===== src/rtl/lsu_pkg.sv =====
// Shared definitions for the sub-word load/store sequencer.
// Contents: RV32I width codes, FSM state enumeration, the default address
// limit, and a helper that classifies a request as faulting on width/alignment.
package lsu_pkg;

    localparam int unsigned XLEN               = 32;
    localparam int unsigned ADDR_LIMIT_DEFAULT = 112;

    // RV32I funct3 width codes
    localparam logic [2:0] F3_B  = 3'b000;
    localparam logic [2:0] F3_H  = 3'b001;
    localparam logic [2:0] F3_W  = 3'b010;
    localparam logic [2:0] F3_BU = 3'b100;
    localparam logic [2:0] F3_HU = 3'b101;

    typedef enum logic [2:0] {
        IDLE   = 3'd0,
        LOAD   = 3'd1,
        RMW_RD = 3'd2,
        WRITE  = 3'd3,
        RESP   = 3'd4
    } lsu_state_t;

    // 1 when the width code is illegal for the access type or the address is misaligned
    function automatic logic req_fault(input logic       store,
                                       input logic [2:0] funct3,
                                       input logic [1:0] addr_lo);
        logic f;
        case (funct3)
            F3_B:    f = 1'b0;
            F3_BU:   f = store;
            F3_H:    f = addr_lo[0];
            F3_HU:   f = store | addr_lo[0];
            F3_W:    f = (addr_lo != 2'b00);
            default: f = 1'b1;
        endcase
        return f;
    endfunction

endpackage


===== src/rtl/lsu_lane_fmt.sv =====
// Combinational lane handling for sub-word accesses.
// Ports:
//   funct3       width code of the captured request
//   addr_lo      captured address bits [1:0] (lane index)
//   rdata        word read from data memory
//   wdata        low 16 bits of the captured store data
//   load_data_c  extracted and sign/zero-extended load result
//   merge_data_c old word with only the addressed byte/halfword lane replaced
module lsu_lane_fmt
    import lsu_pkg::*;
(
    input  logic [2:0]      funct3,
    input  logic [1:0]      addr_lo,
    input  logic [XLEN-1:0] rdata,
    input  logic [15:0]     wdata,
    output logic [XLEN-1:0] load_data_c,
    output logic [XLEN-1:0] merge_data_c
);

    logic [7:0]  byte_c;
    logic [15:0] half_c;

    // Lane extraction
    always_comb begin
        case (addr_lo)
            2'd0:    byte_c = rdata[7:0];
            2'd1:    byte_c = rdata[15:8];
            2'd2:    byte_c = rdata[23:16];
            default: byte_c = rdata[31:24];
        endcase
        half_c = addr_lo[1] ? rdata[31:16] : rdata[15:0];
    end

    // Load result extension
    always_comb begin
        case (funct3)
            F3_B:    load_data_c = {{24{byte_c[7]}}, byte_c};
            F3_BU:   load_data_c = {24'd0, byte_c};
            F3_H:    load_data_c = {{16{half_c[15]}}, half_c};
            F3_HU:   load_data_c = {16'd0, half_c};
            default: load_data_c = rdata;
        endcase
    end

    // Store lane merge; funct3[1:0]==00 is a byte store, otherwise halfword
    always_comb begin
        merge_data_c = rdata;
        if (funct3[1:0] == 2'b00) begin
            case (addr_lo)
                2'd0:    merge_data_c[7:0]   = wdata[7:0];
                2'd1:    merge_data_c[15:8]  = wdata[7:0];
                2'd2:    merge_data_c[23:16] = wdata[7:0];
                default: merge_data_c[31:24] = wdata[7:0];
            endcase
        end else if (addr_lo[1]) begin
            merge_data_c[31:16] = wdata;
        end else begin
            merge_data_c[15:0] = wdata;
        end
    end

endmodule


===== src/rtl/lsu_subword_seq.sv =====
// Load/store sequencer turning RV32I byte/halfword/word accesses into
// word-wide data-memory cycles (read-modify-write for SB/SH).
// Optional feature: define LSU_BOUNDS_CHECK_EN to fault addresses >= ADDR_LIMIT.
// Ports:
//   clk, reset           clock, synchronous active-low reset
//   req_*                request handshake, type, width code, address, store data
//   resp_valid/rdata/fault  one-cycle completion with formatted load data
//   mem_*                word-aligned data-memory interface (combinational read data)
module lsu_subword_seq
    import lsu_pkg::*;
#(
    parameter int unsigned ADDR_LIMIT = ADDR_LIMIT_DEFAULT
) (
    input  logic            clk,
    input  logic            reset,
    input  logic            req_valid,
    output logic            req_ready,
    input  logic            req_store,
    input  logic [2:0]      req_funct3,
    input  logic [XLEN-1:0] req_addr,
    input  logic [XLEN-1:0] req_wdata,
    output logic            resp_valid,
    output logic [XLEN-1:0] resp_rdata,
    output logic            resp_fault,
    output logic [XLEN-1:0] mem_addr,
    output logic [XLEN-1:0] mem_wdata,
    output logic            mem_read_en,
    output logic            mem_write_en,
    input  logic [XLEN-1:0] mem_rdata
);

`ifdef LSU_BOUNDS_CHECK_EN
    localparam bit BOUNDS_EN = 1'b1;
`else
    localparam bit BOUNDS_EN = 1'b0;
`endif

    lsu_state_t      state_q, state_d;
    logic [2:0]      funct3_q, funct3_d;
    logic [1:0]      addr_lo_q, addr_lo_d;
    logic [15:0]     wdata_lo_q, wdata_lo_d;
    logic [XLEN-1:0] merge_q, merge_d;
    logic [XLEN-1:0] mem_addr_q, mem_addr_d;
    logic [XLEN-1:0] rdata_q, rdata_d;
    logic            ready_q, ready_d;
    logic            valid_q, valid_d;
    logic            fault_q, fault_d;
    logic            rd_en_q, rd_en_d;
    logic            wr_en_q, wr_en_d;

    logic [XLEN-1:0] load_data_c;
    logic [XLEN-1:0] merge_data_c;
    logic            oob_c;
    logic            fault_c;

    lsu_lane_fmt u_lane_fmt (
        .funct3       (funct3_q),
        .addr_lo      (addr_lo_q),
        .rdata        (mem_rdata),
        .wdata        (wdata_lo_q),
        .load_data_c  (load_data_c),
        .merge_data_c (merge_data_c)
    );

    // Request classification at the accept edge
    always_comb begin
        oob_c   = BOUNDS_EN && (req_addr >= XLEN'(ADDR_LIMIT));
        fault_c = req_fault(req_store, req_funct3, req_addr[1:0]) | oob_c;
    end

    // Next-state and registered-output logic
    always_comb begin
        state_d    = state_q;
        funct3_d   = funct3_q;
        addr_lo_d  = addr_lo_q;
        wdata_lo_d = wdata_lo_q;
        merge_d    = merge_q;
        mem_addr_d = mem_addr_q;
        rdata_d    = rdata_q;
        fault_d    = fault_q;

        case (state_q)
            IDLE: begin
                if (req_valid) begin
                    funct3_d   = req_funct3;
                    addr_lo_d  = req_addr[1:0];
                    wdata_lo_d = req_wdata[15:0];
                    mem_addr_d = {req_addr[31:2], 2'b00};
                    fault_d    = fault_c;
                    if (fault_c) begin
                        rdata_d = '0;
                        state_d = RESP;
                    end else if (!req_store) begin
                        state_d = LOAD;
                    end else if (req_funct3 == F3_W) begin
                        // full-word store needs no old data
                        merge_d = req_wdata;
                        state_d = WRITE;
                    end else begin
                        state_d = RMW_RD;
                    end
                end
            end
            LOAD: begin
                rdata_d = load_data_c;
                state_d = RESP;
            end
            RMW_RD: begin
                merge_d = merge_data_c;
                state_d = WRITE;
            end
            WRITE: begin
                rdata_d = '0;
                state_d = RESP;
            end
            RESP: begin
                fault_d = 1'b0;
                state_d = IDLE;
            end
            default: begin
                state_d = IDLE;
            end
        endcase

        // Outputs registered from the upcoming state so they align with it
        ready_d = (state_d == IDLE);
        valid_d = (state_d == RESP);
        rd_en_d = (state_d == LOAD) || (state_d == RMW_RD);
        wr_en_d = (state_d == WRITE);
    end

    // State and output registers
    always_ff @(posedge clk) begin
        if (!reset) begin
            state_q    <= IDLE;
            funct3_q   <= '0;
            addr_lo_q  <= '0;
            wdata_lo_q <= '0;
            merge_q    <= '0;
            mem_addr_q <= '0;
            rdata_q    <= '0;
            ready_q    <= 1'b1;
            valid_q    <= 1'b0;
            fault_q    <= 1'b0;
            rd_en_q    <= 1'b0;
            wr_en_q    <= 1'b0;
        end else begin
            state_q    <= state_d;
            funct3_q   <= funct3_d;
            addr_lo_q  <= addr_lo_d;
            wdata_lo_q <= wdata_lo_d;
            merge_q    <= merge_d;
            mem_addr_q <= mem_addr_d;
            rdata_q    <= rdata_d;
            ready_q    <= ready_d;
            valid_q    <= valid_d;
            fault_q    <= fault_d;
            rd_en_q    <= rd_en_d;
            wr_en_q    <= wr_en_d;
        end
    end

    assign req_ready    = ready_q;
    assign resp_valid   = valid_q;
    assign resp_rdata   = rdata_q;
    assign resp_fault   = fault_q;
    assign mem_addr     = mem_addr_q;
    assign mem_wdata    = merge_q;
    assign mem_read_en  = rd_en_q;
    assign mem_write_en = wr_en_q;

endmodule


===== config.mk =====
export PLATFORM = sky130hd
export DESIGN_NAME = lsu_subword_seq
export DESIGN_NICKNAME = d
export VERILOG_FILES = /design/src/rtl/lsu_pkg.sv /design/src/rtl/lsu_lane_fmt.sv /design/src/rtl/lsu_subword_seq.sv
export SDC_FILE = /design/constraint.sdc
export NUM_CORES = 1
export LEC_CHECK = 0
export ABC_AREA = 1
export CORE_ASPECT_RATIO = 2
export CORE_UTILIZATION = 43
export CTS_CLUSTER_SIZE = 25
export DETAILED_ROUTE_END_ITERATION = 7
export PLACE_DENSITY_LB_ADDON = 0.3
export SYNTH_ARGS = -nofsm -noshare
export SYNTH_HDL_FRONTEND = slang
export SYNTH_SLANG_ARGS = --single-unit

===== constraint.sdc =====
create_clock -name clk -period 1.25 [get_ports clk]
set_input_delay 0.25 -clock clk [delete_from_list [all_inputs] [get_ports clk]]
set_output_delay 0.25 -clock clk [all_outputs]
set_load 0.03 [all_outputs]

==> impl_metrics.ini, run 1 <==
[status]
status = complete, but fails checks
violations = negative setup slack

[floorplan]
fp.dieH_um = 176
initial_core_util_pct = 44.1
rows = 63
dieArea_um2 = 15700
ios = 204
core_um2 = 14800
die_x_um = 89.2

[logic_synthesis]
synth-edff-count = 0
synth-async-reset-ratio_pct = 0
yosysWarnings = 0
synth_top_area_share_pct = 37.7
yosys.area.top_type = dfxtp_1
synth_top_flop_cell = dfxtp_1
synthCells = 1013
ys_types = 31
syn_area_per_cell_um2 = 6.45
ys_seq_elements = 123
yosysSeqAreaShare_pct = 37.7
syn_area_um2 = 6540
synthTopCellsByArea = dfxtp_1, nand2_1, nor2_1, nand3_1, o21ai_0

[detailed_routing]
drt_first_iter_violations = 421
drt-vias-per-instance = 5.23
first_pass_iters = 5
wl_per_cell_um = 16.3
vias = 7803
remaining_drc_errors = 0
final_antenna_net_count = 0
routed_wl_um = 24300

[place]
io_buffers = 201
hpwlAfterDp_um = 17700
dp_slack_ns = -0.640
routabilityCongestion = 0.957

[setup_path]
cp-endpoint = mem_wdata[14]$_SDFFE_PN0P_
ff2ff_setup_slack_ns = -0.28
worstSetupStartpointType = flop
cp_cell_sequence = nor2_2 > nand2_2 > o21ai_2 > nand2_2 > nor2_8 > buf_12 > nand2_1 > nand2_1 > nor2_1
r2r-end = mem_wdata[14]$_SDFFE_PN0P_
max_stage_delay_ns = 0.34
crit_required_ns = 1.56
worst-setup-path-type = reg2reg
critPathCaptureType = flop
critPathLaunch = state_q[0]$_SDFF_PN0_
crit_buf_inv = 1
reg2reg_from = state_q[0]$_SDFF_PN0_
slowest_stage = dfxtp_2
path_max_fanout = 29
cpLargestDelayFamily = simple AND/OR/NAND/NOR gates
cp.depth = 9
arrival_ns = 1.84
worstRegToRegCells = 9

[layout]
layout-drive-gt1-share_pct = 26.2
diodes = 0
final_nets = 1387
syn_to_final_growth_pct = 64.0

[global_routing]
antenna_found_initial = 0
track_usage_pct = 31.0
grt_pass1_vias = 7467
grt_max_degree = 54
grt_pass1_wl_um = 36800
grt_overflow = 0

[clock_network]
cts_buffers = 17
ctsLongestPathBuffers = 2
cts_tree = done
worstSkewPairLatency_ns = 0.43
h-tree-depth = 4
cts-root-buf = clkbuf_16
cts.sinks = 123
clkTransAtPathRegs_ns = 0.06

[sta]
max_freq_mhz = 655
drv_slew = 0
rsz0062_at_grt = yes
timing.final.ws_setup_ns = -0.277
min_period_over_period_pct = 122
hold_slack_ns = 0.0986
hold_violations = 0
clock_skew_ns = 0.0106
final.min_clock_period_ns = 1.53
setup_violations = 114

[run]
maxCapViolCount = 0

[power_and_ir_drop]
power_mw = 13.8
p_leak_nw = 4.74
vdd_drop_max_mv = 1.10
power.density_nw_per_um2 = 1290

[min_path]
hold_path_startpoint = reset
hold_class = in2reg
[cells by family (layout without fill, tap and decap cells)]
group                  count (synthesis)  in the layout  share of synthesized area [%]
DFF                                  123            123                           37.7
and+or+nand+nor                      558            559                           36.2
buffers and inverters                137            419                           9.76
other                                  1              2                         0.0574
AOI/OAI and AO/OA                    194            194                           16.3
[how the worst min path moves through the flow]
stage,to,slack [ns],cells past startpoint
global placement,resp_rdata[6]$_SDFFE_PN0P_,0.45,2
floorplan,mem_addr[10]$_SDFFE_PN0P_,0.38,2
global route,req_ready$_SDFF_PN1_,0.12,2
detailed placement,resp_rdata[7]$_SDFFE_PN0P_,0.46,2
CTS,req_ready$_SDFF_PN1_,0.1,2
finish,req_ready$_SDFF_PN1_,0.1,2
[where the power goes]
group / internal, mW / leakage [nW] / switching, mW / total, mW
clock network: 3.24 / 0.304 / 2.04 / 5.28
logic: 1.84 / 3.43 / 2.31 / 4.15
registers: 4.20 / 1.01 / 0.203 / 4.40
total: 9.28 / 4.74 / 4.55 / 13.8
[area by class of cell]
cell class / instances / area, µm²
inverter: 68 / 263
clock inverter: 14 / 184
timing repair buffer: 319 / 3460
tap: 195 / 244
sequential: 123 / 2470
multi-input combinational: 755 / 3650
fill: 1233 / 4100
clock buffer: 18 / 439
[per-layer routing]
metal	part of all wire [%]	wire length (µm)	GRT usage, %	vias up
met4	7.9	1920	22.0	0
met1	34	8380	32.1	3518
met3	6.2	1520	6.17	115
met2	51	12500	53.9	363
met5	0	0	0	-
li1	-	-	-	3807
[cells in the final DEF (no fill, tap or decap), types with 3 or more instances in the layout]
master           Yosys  routed
nand2_2              6      13
inv_1               62      61
buf_4                3     135
o21ai_0             82      76
dfxtp_1            123     119
o211ai_1            35      35
nor2_2               0       6
clkdlybuf4s50_1      0     101
buf_12               0      61
a21oi_1             71      61
nand2_1            287     277
nand2_4              1       3
nand3_2              1      10
nor2_1             141     133
inv_2                5       6
a21oi_2              1      10
o21ai_1              3       8
nor2_4               1       3
clkbuf_16            0      18
nand3_1             89      79
buf_6               10       9
or2_2               25      25
bufinv_16            0       3
buf_2               28      10
clkinv_4             0       3
inv_6                0       5
[flip-flops by register name (all words and copies together), names as in the netlist]
register      flops
mem_wdata        32
req_ready         1
addr_lo_q         2
resp_valid        1
mem_write_en      1
wdata_lo_q       16
resp_rdata       32
mem_read_en       1
mem_addr         30
funct3_q          3
resp_fault        1
state_q           3
[cells in the mapped netlist (2+ instances only)]
| master | number |
|---|---|
| o21ai_0 | 82 |
| nor2_1 | 141 |
| inv_1 | 62 |
| or2_2 | 25 |
| buf_1 | 4 |
| inv_2 | 5 |
| clkbuf_1 | 24 |
| a21oi_1 | 71 |
| nor2_8 | 2 |
| buf_4 | 3 |
| buf_2 | 28 |
| nand2_1 | 287 |
| nand3_1 | 89 |
| o21ai_1 | 3 |
| dfxtp_1 | 123 |
| o211ai_1 | 35 |
| nand2_2 | 6 |
| buf_6 | 10 |
[per-stage QoR]
step	TNS (ns)	area, µm²	instances	utilization, %
floorplan	-2.72	6620	1014	-
global placement	-51.78	9810	1450	66.2
detailed placement	-54.38	9810	1450	66.2
CTS	-17.84	10500	1486	71.0
global route	-28.59	10700	1492	72.3
finish	-18.95	10700	1492	72.3
[what timing repair did]
| item | CTS | global route |
|---|---|---|
| gates cloned | 2 | 2 |
| hold endpoints to repair | 0 | 0 |
| endpoints found under the setup margin | 130 | 122 |
| hold buffers | 0 | 0 |
| pin swaps | 0 | 11 |
| gates resized for setup | 66 | 33 |
| buffers inserted | 2 | 4 |
(Power assumes the default switching activity.)
==> run 2: changes to the inputs <==
--- a/config.mk
+++ b/config.mk
@@ -6,11 +6,13 @@
 export NUM_CORES = 1
 export LEC_CHECK = 0
 export ABC_AREA = 1
+export CAP_MARGIN = 5
 export CORE_ASPECT_RATIO = 2
 export CORE_UTILIZATION = 43
 export CTS_CLUSTER_SIZE = 25
 export DETAILED_ROUTE_END_ITERATION = 7
 export PLACE_DENSITY_LB_ADDON = 0.3
+export SLEW_MARGIN = 20
 export SYNTH_ARGS = -nofsm -noshare
 export SYNTH_HDL_FRONTEND = slang
 export SYNTH_SLANG_ARGS = --single-unit
==> results of run 2 <==
Same layout as run 1: the final DEF is identical, and so are final timing and power.
